===== src/rtl/spi_shift_reg_if.sv =====
// rtl/spi_shift_reg_if.sv - Handshake and data bundle between SPI master control, clkgen and shift register.
interface spi_shift_reg_if #(
    parameter int MAX_LEN   = 32,
    parameter int LEN_WIDTH = $clog2(MAX_LEN)
);
    logic                 go;
    logic [LEN_WIDTH-1:0] len;
    logic                 lsb;
    logic [MAX_LEN-1:0]   tx_data;
    logic                 shift;
    logic                 sample;
    logic                 miso;
    logic                 tip;
    logic                 mosi;
    logic                 done;
    logic [MAX_LEN-1:0]   rx_data;

    modport master (
        output go, len, lsb, tx_data, shift, sample, miso,
        input  tip, mosi, done, rx_data
    );

    modport slave (
        input  go, len, lsb, tx_data, shift, sample, miso,
        output tip, mosi, done, rx_data
    );
endinterface


===== src/rtl/spi_shift_reg.sv =====
// rtl/spi_shift_reg.sv - SPI master serialiser/deserialiser driven by clkgen shift/sample pulses.
module spi_shift_reg #(
    parameter int MAX_LEN   = 32,
    parameter int LEN_WIDTH = $clog2(MAX_LEN)
) (
    input  logic           sys_clk,
    input  logic           rst_n,
    spi_shift_reg_if.slave bus
);
    typedef enum logic {IDLE, XFER} state_t;
    typedef logic [LEN_WIDTH:0] cnt_t;

    localparam cnt_t MAX_L = cnt_t'(MAX_LEN);

    state_t             state_q, state_d;
    logic [MAX_LEN-1:0] txd_q, txd_d;
    logic [MAX_LEN-1:0] rx_data_q, rx_data_d;
    cnt_t               len_q, len_d;
    cnt_t               tx_idx_q, tx_idx_d;
    cnt_t               rx_cnt_q, rx_cnt_d;
    logic               lsb_q, lsb_d;
    logic               mosi_q, mosi_d;
    logic               done_q, done_d;

    // Maps a transfer-order index onto a word bit position for the latched bit order.
    function automatic logic [LEN_WIDTH-1:0] bit_pos(cnt_t l, logic lsb_first, cnt_t idx);
        cnt_t p;
        p = lsb_first ? idx : (l - cnt_t'(1) - idx);
        return p[LEN_WIDTH-1:0];
    endfunction

    always_comb begin
        state_d   = state_q;
        txd_d     = txd_q;
        rx_data_d = rx_data_q;
        len_d     = len_q;
        tx_idx_d  = tx_idx_q;
        rx_cnt_d  = rx_cnt_q;
        lsb_d     = lsb_q;
        done_d    = 1'b0;
        case (state_q)
            IDLE: begin
                if (bus.go) begin
                    txd_d     = bus.tx_data;
                    len_d     = (bus.len == '0) ? MAX_L : cnt_t'(bus.len);
                    lsb_d     = bus.lsb;
                    rx_data_d = '0;
                    tx_idx_d  = '0;
                    rx_cnt_d  = '0;
                    state_d   = XFER;
                end
            end
            XFER: begin
                if (bus.sample) begin
                    rx_data_d[bit_pos(len_q, lsb_q, rx_cnt_q)] = bus.miso;
                    rx_cnt_d = rx_cnt_q + cnt_t'(1);
                end
                // A shift only advances once the current bit has been sampled (CPHA=1 leading edge).
                if (bus.shift && (rx_cnt_d > tx_idx_q) && (tx_idx_q != len_q - cnt_t'(1)))
                    tx_idx_d = tx_idx_q + cnt_t'(1);
                if (rx_cnt_d == len_q) begin
                    state_d = IDLE;
                    done_d  = 1'b1;
                end
            end
            default: state_d = IDLE;
        endcase
        // Looking at next-state values puts bit 0 on mosi in the very first XFER cycle.
        mosi_d = (state_d == XFER) ? txd_d[bit_pos(len_d, lsb_d, tx_idx_d)] : 1'b0;
    end

    always_ff @(posedge sys_clk or negedge rst_n) begin
        if (!rst_n) begin
            state_q   <= IDLE;
            txd_q     <= '0;
            rx_data_q <= '0;
            len_q     <= '0;
            tx_idx_q  <= '0;
            rx_cnt_q  <= '0;
            lsb_q     <= 1'b0;
            mosi_q    <= 1'b0;
            done_q    <= 1'b0;
        end else begin
            state_q   <= state_d;
            txd_q     <= txd_d;
            rx_data_q <= rx_data_d;
            len_q     <= len_d;
            tx_idx_q  <= tx_idx_d;
            rx_cnt_q  <= rx_cnt_d;
            lsb_q     <= lsb_d;
            mosi_q    <= mosi_d;
            done_q    <= done_d;
        end
    end

    assign bus.tip     = (state_q == XFER);
    assign bus.mosi    = mosi_q;
    assign bus.done    = done_q;
    assign bus.rx_data = rx_data_q;
endmodule


===== src/flat_wrapper.sv =====
// flat-port wrapper written by rule: the top's interface ports become plain ports
module spi_shift_reg_flat 
#(
    parameter int MAX_LEN   = 32,
    parameter int LEN_WIDTH = $clog2(MAX_LEN)
)
  (sys_clk, rst_n, bus_go, bus_len, bus_lsb, bus_tx_data, bus_shift, bus_sample, bus_miso, bus_tip, bus_mosi, bus_done, bus_rx_data);
  spi_shift_reg_if #(.MAX_LEN(MAX_LEN), .LEN_WIDTH(LEN_WIDTH)) bus_i ();
  input  logic sys_clk;
  input  logic rst_n;
  input wire logic [$bits(bus_i.go)-1:0] bus_go;
  input wire logic [$bits(bus_i.len)-1:0] bus_len;
  input wire logic [$bits(bus_i.lsb)-1:0] bus_lsb;
  input wire logic [$bits(bus_i.tx_data)-1:0] bus_tx_data;
  input wire logic [$bits(bus_i.shift)-1:0] bus_shift;
  input wire logic [$bits(bus_i.sample)-1:0] bus_sample;
  input wire logic [$bits(bus_i.miso)-1:0] bus_miso;
  output wire logic [$bits(bus_i.tip)-1:0] bus_tip;
  output wire logic [$bits(bus_i.mosi)-1:0] bus_mosi;
  output wire logic [$bits(bus_i.done)-1:0] bus_done;
  output wire logic [$bits(bus_i.rx_data)-1:0] bus_rx_data;
  assign bus_i.go = bus_go;
  assign bus_i.len = bus_len;
  assign bus_i.lsb = bus_lsb;
  assign bus_i.tx_data = bus_tx_data;
  assign bus_i.shift = bus_shift;
  assign bus_i.sample = bus_sample;
  assign bus_i.miso = bus_miso;
  assign bus_tip = bus_i.tip;
  assign bus_mosi = bus_i.mosi;
  assign bus_done = bus_i.done;
  assign bus_rx_data = bus_i.rx_data;
  spi_shift_reg #(.MAX_LEN(MAX_LEN), .LEN_WIDTH(LEN_WIDTH)) u_core (.sys_clk(sys_clk), .rst_n(rst_n), .bus(bus_i));
endmodule

===== config.mk =====
export PLATFORM = sky130hd
export DESIGN_NAME = spi_shift_reg_flat
export DESIGN_NICKNAME = d
export VERILOG_FILES = /design/src/rtl/spi_shift_reg_if.sv /design/src/rtl/spi_shift_reg.sv /design/src/flat_wrapper.sv
export SDC_FILE = /design/constraint.sdc
export NUM_CORES = 1
export LEC_CHECK = 0
export CAP_MARGIN = 20
export CORE_ASPECT_RATIO = 1.4
export CORE_MARGIN = 4
export CORE_UTILIZATION = 30
export CTS_BUF_LIST = sky130_fd_sc_hd__clkbuf_4 sky130_fd_sc_hd__clkbuf_8 sky130_fd_sc_hd__clkbuf_16
export DETAILED_ROUTE_END_ITERATION = 12
export SYNTH_ARGS = -nofsm -noshare
export SYNTH_HDL_FRONTEND = slang
export SYNTH_SLANG_ARGS = --single-unit
export TNS_END_PERCENT = 50

===== constraint.sdc =====
create_clock -name sys_clk -period 14.7 [get_ports sys_clk]
set_input_delay 4.41 -clock sys_clk [delete_from_list [all_inputs] [get_ports sys_clk]]
set_output_delay 4.41 -clock sys_clk [all_outputs]
set_load 0.005 [all_outputs]

# After elaboration in Yosys (flattened, before gate mapping)

Cells that the tools add are included.
W data, S select, Z words.

Register bits after elaboration: 86
Input port bits: 44

Add/sub/neg operators: 6
Magnitude comparators: 4
Equality and inequality tests: 4
Multiplexer cells: 30
Bitwise operators: 1
Reductions and logical operators: 5

Operators by type and width:

| kind                  | count |
|---|---|
| $mux W32              | 4 |
| $pmux W32 S2          | 1 |
| $mux W6               | 8 |
| $bwmux W32            | 1 |
| $pmux W6 S2           | 2 |
| $add A6 B1 Y6 const B | 2 |
| $lt A5 B6 Y1 const B  | 2 |
| $mux W5               | 2 |
| $sub A5 B5 Y5         | 2 |
| $mux W1               | 9 |
| $eq A6 B6 Y1          | 1 |
| $gt A6 B6 Y1          | 1 |
| $ne A6 B6 Y1          | 1 |
| $sub A6 B1 Y6 const B | 1 |
| $bmux W1 S5           | 1 |
| $demux W1 S5          | 1 |
| $ge A5 B1 Y1 const B  | 1 |
| $logic_not A5 Y1      | 1 |
| $sub A5 B1 Y5 const B | 1 |
| $ne A2 B2 Y1 const B  | 2 |
| $logic_and A1 B1 Y1   | 3 |
| $pmux W1 S2           | 1 |
| $reduce_and A2 Y1     | 1 |
| $not A1 Y1            | 1 |

# Longest topological paths before layout

Depth in word-level cells: 13
Mapped depth: 21
Gate-level depth less buffers: 20

# Worst setup path before layout

OpenSTA, ideal clock, no wires.

Path kind: input to register
Start: input bus_sample
End: register u_core.mosi_q (netlist: u_core.bus.mosi)
Arrival: 8,797 ps
Data required time: 14,581 ps
Path slack: 5,784 ps
Stages: 21
Path buffers: 2
Path through: clkbuf_1 > nand4_1 > nor2_1 > xor2_1 > ha_1 > nand4_1 > o21ai_0 > a31oi_1 > o21a_2 > xor2_1 > a22o_1 > inv_1 > ha_1 > ha_1 > nand2_1 > o21ai_2 > buf_2 > mux2_2 > mux4_2 > mux4_2 > and2_1

Cells in the longest elaborated chain, start to end: 12
Elaborated cells between the ends (all ways): 15
Classes of those cells: add/sub: 1; order compare: 1; eq/ne: 1; mux: 10; reduce/logical: 2

RTL lines:

| element                               | RTL line            | text |
|---|---|---|
| from (decl)                           | flat_wrapper.sv:16  | `input wire logic [$bits(bus_i.sample)-1:0] bus_sample;` |
| $mux W6 (*)                           | spi_shift_reg.sv:54 | `if (bus.sample) begin` |
| $mux W6 (*)                           | spi_shift_reg.sv:41 | `case (state_q)` |
| $gt A6 B6 Y1 (*)                      | spi_shift_reg.sv:59 | `if (bus.shift && (rx_cnt_d > tx_idx_q) && (tx_idx_q != len_q - cnt_t'(1)))` |
| $logic_and A1 B1 Y1 (*) (2 in series) | spi_shift_reg.sv:59 |  |
| $mux W6 (*)                           | spi_shift_reg.sv:59 |  |
| $pmux W6 S2 (*)                       | spi_shift_reg.sv:41 |  |
| via u_core.tx_idx_d[0]                | spi_shift_reg.sv:19 | `cnt_t tx_idx_q, tx_idx_d;` |
| $sub A5 B5 Y5                         | spi_shift_reg.sv:28 | `p = lsb_first ? idx : (l - cnt_t'(1) - idx);` |
| $mux W5 (*)                           | spi_shift_reg.sv:28 |  |
| $bmux W1 S5 (*)                       | spi_shift_reg.sv:69 | `mosi_d = (state_d == XFER) ? txd_d[bit_pos(len_d, lsb_d, tx_idx_d)] : 1'b0;` |
| $mux W1 (implied by the code) (*)     | spi_shift_reg.sv:69 |  |
| $mux W1 (*)                           | spi_shift_reg.sv:69 |  |
| via u_core.mosi_d                     | spi_shift_reg.sv:22 | `logic mosi_q, mosi_d;` |
| to (signal assigned)                  | spi_shift_reg.sv:91 | `mosi_q <= mosi_d;` |
| to (decl)                             | spi_shift_reg.sv:22 |  |

The timed path passes the listed nets; every way through them passes the cells marked *. The select of a mux whose other input is x is not followed.
A chain may end at the register's enable or synchronous reset.

# Worst setup path in the final report

Ends and elaborated chain as after synthesis.

==> impl_metrics.yaml <==
clocking:
  cts_tree: "built"
  cts_resized: 0
  post_cts_buffers: 0
  cts_sinks: 86
  clock_path_buffers: 2
  h-tree-depth: 3
  cts_root_buf: "clkbuf_16"
  holdBufCountCts: 0
  numCtsBuffers: 9
  clk_latency_ns: 0.34
  path_clk_slew_ns: 0.07
global_route:
  grtUsageMet2: 0.261
  overflow: 0
  grt_pass1_vias: 4226
  grt_pass1_wl_um: 21400
  grt.busiest_layer: "met2"
  grt_start_max_net_pins: 69
  grt.met3_usage: 0.0228
  grtUsageTotal: 0.146
  antenna_found_initial: 0
  use_met1: 0.180
placement:
  place_congestion: 0.829
  port_buffers: 78
  placed_cells: 785
  hpwl_um: 9560
  preCtsSetupSlack_ns: 5.02
sta:
  finalSetupViolations: 0
  period_needed_ns: 9.37
  slew_viol_final: 0
  rsz0062_at_grt: "false"
  finalClockSkew_ns: 0.00704
  fmax_ghz: 0.107
  hold_viol_final: 0
  worstMarginPinSlew_ns: 0.824
  slew_headroom: 0.449
  fin_crit_sh: 0.637
  setup_tns_ns: 0
  fin_ws_ns: 5.33
synthesis:
  ys_dominant_reg_cell: "dfrtp_1"
  synthTopCellsByArea: "dfrtp_1 (44%), nand2_1 (12%), ha_1 (4.1%)"
  syn-num-nets: 596
  synth_area_mm2: 0.00486
  avgSynthCellArea_um2: 9.08
  synth.distinct_cells: 54
  synth_edf_count: 0
  ys_ff_latch: 86
  async_flop_share: 1.00
  synth_top_area_share: 0.443
  postSynthCellCount: 535
  seq_area_frac_synth: 0.443
  yosys_warnings: 0
  yosys.area.top_type: "dfrtp_1"
worst_setup_path:
  reg2reg_depth: 19
  r2r_start: "u_core.rx_cnt_q[0]$_DFFE_PN0P_"
  cpPeakStageDelay_ns: 0.64
  r2r_slack_ns: 9.49
  end_kind: "flop"
  timing.critical_path.buf_inv: 2
  r2r_end: "u_core.bus.mosi$_DFF_PN0_"
  arrival_ns: 9.60
  critical_path.max_fanout: 16
  cp.depth: 20
  critPathLaunchType: "input pin"
  required_ns: 14.94
  cpMaxStageDelayCell: "clkdlybuf4s50_1"
  cp_common_cell: "ha_1"
  critPathKind: "in -> reg"
  crit_family: "multiplexers"
  crit_chain: "clkdlybuf4s50_1 -> nand4_1 -> nor2_1 -> xor2_1 -> ha_1 -> nand4_1 -> o21ai_0 -> a31oi_1 -> o21a_2 -> xor2_1 -> a22o_1 -> inv_1 -> ha_1 -> ha_1 -> nand2_1 -> o21ai_2 -> mux2_2 -> mux4_2 -> mux4_2 -> and2_1"
min_path:
  hold_path_depth: 2
  min_from: "u_core.txd_q[9]$_DFF_PN0_"
  hp-class: "reg -> reg"
  hold-path-endpoint: "u_core.txd_q[9]$_DFF_PN0_"
drt:
  ant_nets: 0
  drt_wl_total_um: 12700
  drt_iter0_drc: 232
  drc: 0
  wl_per_cell_um: 15.9
  num_vias: 3986
  vias_per_cell: 4.98
  dr.pass1.iters: 4
floorplanning:
  core_mm2: 0.0157
  fp-row-count: 54
  start_util: 0.309
  io_pins: 79
  die_y_um: 159
  die_w_um: 116
  die_area_mm2: 0.0183
layout:
  seq_area_mm2: 0.00215
  fin_cells: 801
  drive_above_1_share: 0.0826
  final_util: 0.387
  multi_input_area_mm2: 0.00251
  nets: 661
  syn_to_final_growth_pct: 25.3
  fillers: 1623
  antenna_cells: 0
power_and_ir_drop:
  vdd_drop_max_mv: 0.133
  power_uw: 1740
  power_leakage_uw: 0.00279
  p_per_area_mw_per_mm2: 286
status:
  status: "finished, final reports clean"
run:
  maxCapViolCount: 0
## Yosys cell counts (all sizes together) (5+ instances only)
master,n
mux2,18
xnor2,17
a22o,5
dfrtp,86
nor3,7
nor2,18
a21o,5
inv,25
ha,16
o21ai,27
buf,7
nand4,7
o31ai,9
o211ai,12
xor2,15
mux2i,14
clkbuf,20
nand3,16
mux4,5
a21oi,6
nand2,159
## how the worst max path moves through the flow
stage / start / to / slack, ns
finish: bus_sample / u_core.bus.mosi$_DFF_PN0_ / 5.33
global route: bus_sample / u_core.bus.mosi$_DFF_PN0_ / 4.98
CTS: bus_sample / u_core.bus.mosi$_DFF_PN0_ / 5.37
detailed placement: bus_sample / u_core.bus.mosi$_DFF_PN0_ / 5.02
global placement: bus_sample / u_core.bus.mosi$_DFF_PN0_ / 5.23
floorplan: bus_sample / u_core.bus.mosi$_DFF_PN0_ / 5.78
## logic make-up (layout without fill, tap and decap cells)
logic type	count (synthesis)	count (layout)	share of synthesized area
AOI/OAI and AO/OA	81	81	0.112
xor gates and xnor gates	33	33	0.0623
adders and majority gates	18	18	0.0474
buffers and inverters	53	123	0.0415
DFF	86	86	0.443
muxes	37	37	0.0945
and+or+nand+nor	227	227	0.200
## flip-flops by register name, summed over array words and instances (netlist names)
signal              flops
u_core.lsb_q            1
u_core.rx_cnt_q         6
u_core.tx_idx_q         6
u_core.bus.done         1
u_core.bus.rx_data     32
u_core.len_q            6
u_core.bus.mosi         1
u_core.txd_q           32
u_core.bus.tip          1
## layout by cell type (no fill, tap or decap), types with 3 or more instances in the layout
cell	synthesis	final
clkbuf_16	0	9
o31ai_1	9	9
mux4_2	5	5
a22o_1	5	5
nand3_1	15	15
nand4_1	7	7
inv_1	24	24
buf_4	0	4
o211ai_1	12	12
a21oi_1	6	6
o21ai_0	24	24
clkdlybuf4s50_1	0	77
mux2i_1	14	14
ha_1	16	16
nor2_1	18	18
mux2_2	16	16
dfrtp_1	86	86
a21o_1	5	5
nor3_1	6	6
xor2_1	15	15
and2_1	3	3
and3_1	3	3
a31oi_1	4	4
nor2b_1	4	3
nand2_1	159	159
xnor2_1	17	17
## area by class of cell
cell class | count | area share
multi-input cells | 396 | 0.412
flip-flops and latches | 86 | 0.354
repair buffers | 81 | 0.132
well taps | 196 | 0.0403
clock buffers | 9 | 0.0370
inverters | 26 | 0.0160
clock inverters | 7 | 0.00946
## layer usage
metal | vias to the layer above | wire length (µm)
li1 | 1953 | -
met1 | 1901 | 5280
met2 | 117 | 6750
met3 | 15 | 504
met4 | 0 | 192
met5 | - | 0
## tightest hold or removal path, cell delays in order (launching register included)
cell and delay (ns):
dfrtp_1 0.32, nand2_1 0.04, nand2_1 0.07
## stage by stage
stage | hold WS (ns) | cell area, µm²
2_1_floorplan | 0.436 | 4860
3_3_place_gp | 0.463 | 5800
3_5_place_dp | 0.456 | 5800
4_1_cts | 0.474 | 6090
5_1_grt | 0.500 | 6090
6_report | 0.477 | 6090
## report_power, final
part	total [µW]	switching [µW]	internal, µW
Clock	217	100	117
Sequential	421	84.0	337
Combinational	1100	591	513
Total	1740	775	967
(Power assumes the default switching activity.)
